--- src/rtl/adder64_chk_slice.sv ---
// One stage-1 reduction slice: dual-rail mismatch and local parity of the true sum.
module adder64_chk_slice #(
   parameter int SLICE = 16
) (
   input  logic [SLICE-1:0] s,
   input  logic [SLICE-1:0] s_inv,
   output logic             mismatch,
   output logic             parity
);

   // A healthy pair has s ^ s_inv all ones, so the XNOR term is zero everywhere.
   assign mismatch = |(s ^ s_inv ^ {SLICE{1'b1}});
   assign parity   = ^s;

endmodule

--- config.mk ---
export PLATFORM = sky130hd
export DESIGN_NAME = adder64_chk_slice
export DESIGN_NICKNAME = d
export VERILOG_FILES = /design/src/rtl/adder64_chk_slice.sv
export SDC_FILE = /design/constraint.sdc
export NUM_CORES = 1
export LEC_CHECK = 0
export CAP_MARGIN = 15
export CORE_AREA = 2 2 39 41
export DETAILED_ROUTE_END_ITERATION = 7
export DIE_AREA = 0 0 41 43
export GPL_TIMING_DRIVEN = 0
export PLACE_DENSITY = 0.75
export SYNTH_ARGS = -nofsm -noshare
export SYNTH_HDL_FRONTEND = slang
export SYNTH_SLANG_ARGS = --single-unit
--- constraint.sdc ---
create_clock -name vclk -period 1.5
set_input_delay 0.3 -clock vclk [all_inputs]
set_output_delay 0.3 -clock vclk [all_outputs]
set_load 0.02 [all_outputs]
==> impl_metrics.py <==
metrics = {
    "layout": {
        "n_antenna_cell": 0,
        "final_cells": 86,
        "final_common_cell": "xnor2_1",
        "final_area_um2": 807,
        "nNetsFinal": 104,
        "multi_input_area_um2": 439,
        "seq_area_um2": 0,
        "seq_cells": 0,
        "fillers": 126,
        "final_cell_mix": "xnor2_1, buf_6, xnor2_2, clkdlybuf4s15_1, dlygate4sd2_1",
        "drive_above_1_share_pct": 50.0,
        "nClkBuffers": 0,
        "area_growth_pct": 167,
    },
    "place": {
        "portBuffers": 34,
        "place_congestion": 0.655,
        "dp_cells": 86,
        "placed_cell_area_um2": 663,
    },
    "global_route": {
        "grt_pass1_wl_um": 1500,
        "grt_overflow": 0,
        "antenna_found_initial": 0,
        "grt_usage_pct": 11.3,
        "grt_pass1_vias": 390,
        "grt_max_degree": 3,
    },
    "synthesis": {
        "synth_area_um2": 303,
        "synth_top_area_share_pct": 86.8,
        "syn_area_per_cell_um2": 8.41,
        "synth_seq_area_share_pct": 0,
        "synth.area.top_cells": "xnor2_1, nor4_1, xor2_1, nand4_1",
        "synth_top_area_cell": "xnor2_1",
        "netlist-cell-type-count": 4,
        "yosys_warnings": 0,
        "syn-num-nets": 68,
        "syn_inst": 36,
    },
    "die": {
        "chipHeight_um": 43,
        "initial_utilization_pct": 21.9,
        "dieArea_mm2": 0.00176,
        "num_rows": 14,
        "die_x_um": 41,
        "pin_count": 34,
        "coreArea_mm2": 0.00138,
    },
    "detailed_routing": {
        "dr.first_iter.drc_count": 1,
        "wl_per_cell_um": 10.6,
        "vias": 358,
        "drc": 0,
        "vias_per_cell": 4.16,
        "finalWirelength_um": 913,
        "ant_nets": 0,
        "first_pass_iters": 2,
    },
    "power_and_ir_drop": {
        "power.total_uw": 352,
        "power_density_mw_per_mm2": 436,
        "leakage_nw": 0.321,
        "peakVddDrop_mv": 0.171,
    },
    "setup_path": {
        "path_cells": "buf_8 > xor2_4 > xnor2_2 > xnor2_1 > xnor2_1 > buf_4",
        "critPathCaptureType": "output port",
        "critPathLaunchType": "primary input",
        "required_ns": 1.20,
        "cp_max_fo": 2,
        "max_stage_delay_ns": 0.18,
        "critPathArrivalTime_ns": 1.21,
        "path_common_cell": "xnor2_1",
        "cp_slowest_cell": "xor2_4",
        "critPathKind": "in2out",
        "critPathTopFamily": "XOR/XNOR gates",
        "path_buf_inv": 2,
    },
    "timing": {
        "worst_pin_slew_ns": 0.256,
        "setup_viol": 1,
        "max-slew-margin-rel_pct": 82.8,
        "post-route-min-period_ns": 1.51,
        "drv_slew": 0,
        "setup_slack_ns": -0.0140,
        "max_clock_freq_mhz": 660,
        "period_share_pct": 101,
        "whs_ns": 1.04,
        "rsz0062_at_grt": "true",
        "hold_viol": 0,
    },
    "min_path": {
        "min_path_type": "in2out",
    },
    "clock_tree": {
        "ctsHoldBuffers": 0,
        "post-cts-setup-buffer-count": 0,
    },
    "run_status": {
        "violations": "setup timing",
        "status": "finished, violations left",
    },
    "run": {
        "drv_cap": 0,
    },
}
==> cell families (layout without fill, tap and decap cells) <==
kind of cell           count (synthesis)  in the layout  share of synthesized area (%)
XOR/XNOR                              31             31                           89.7
AND/OR/NAND/NOR                        5              5                           10.3
buffers and inverters                  0             34                              0
==> repair_timing <==
item | in CTS | in global routing
setup endpoints to repair | 2 | 2
hold endpoints to repair | 0 | 0
pin swaps | 35 | 9
gates resized for setup | 146 | 9
==> synthesized netlist by cell type <==
library cell	n
nand4_1	1
nor4_1	4
xnor2_1	30
xor2_1	1
==> cell type report <==
type                       count  share of cell area [%]
multi-input combinational     36                    54.4
tap                           16                    2.48
timing repair buffer          34                    43.1
==> stage by stage <==
step / setup slack, ns / setup TNS, ns / utilization, %
floorplan: 0.0870 / 0 / -
global placement: -0.877 / -1.60 / 47.9
detailed placement: -0.897 / -1.60 / 47.9
CTS: -0.00423 / -0.00423 / 53.3
global route: -0.0788 / -0.135 / 58.3
finish: -0.0140 / -0.0140 / 58.3
==> power by group <==
part,internal (mW),switching [mW]
sequential,0,0
combinational,0.211,0.141
clock,0,0
total,0.211,0.141
==> per-layer routing <==
metal  GRT usage, %  up-vias  routed length (um)
met5              0        -                   0
met4              0        0                   0
met3              0        0                  56
met2           21.6       14                 559
met1           14.1      159                 297
li1               -      185                   -
==> final timing paths <==
kind,cells past startpoint,start,endpoint
max,6,s[3],parity
min,5,s[0],mismatch
(Power assumes the default switching activity.)
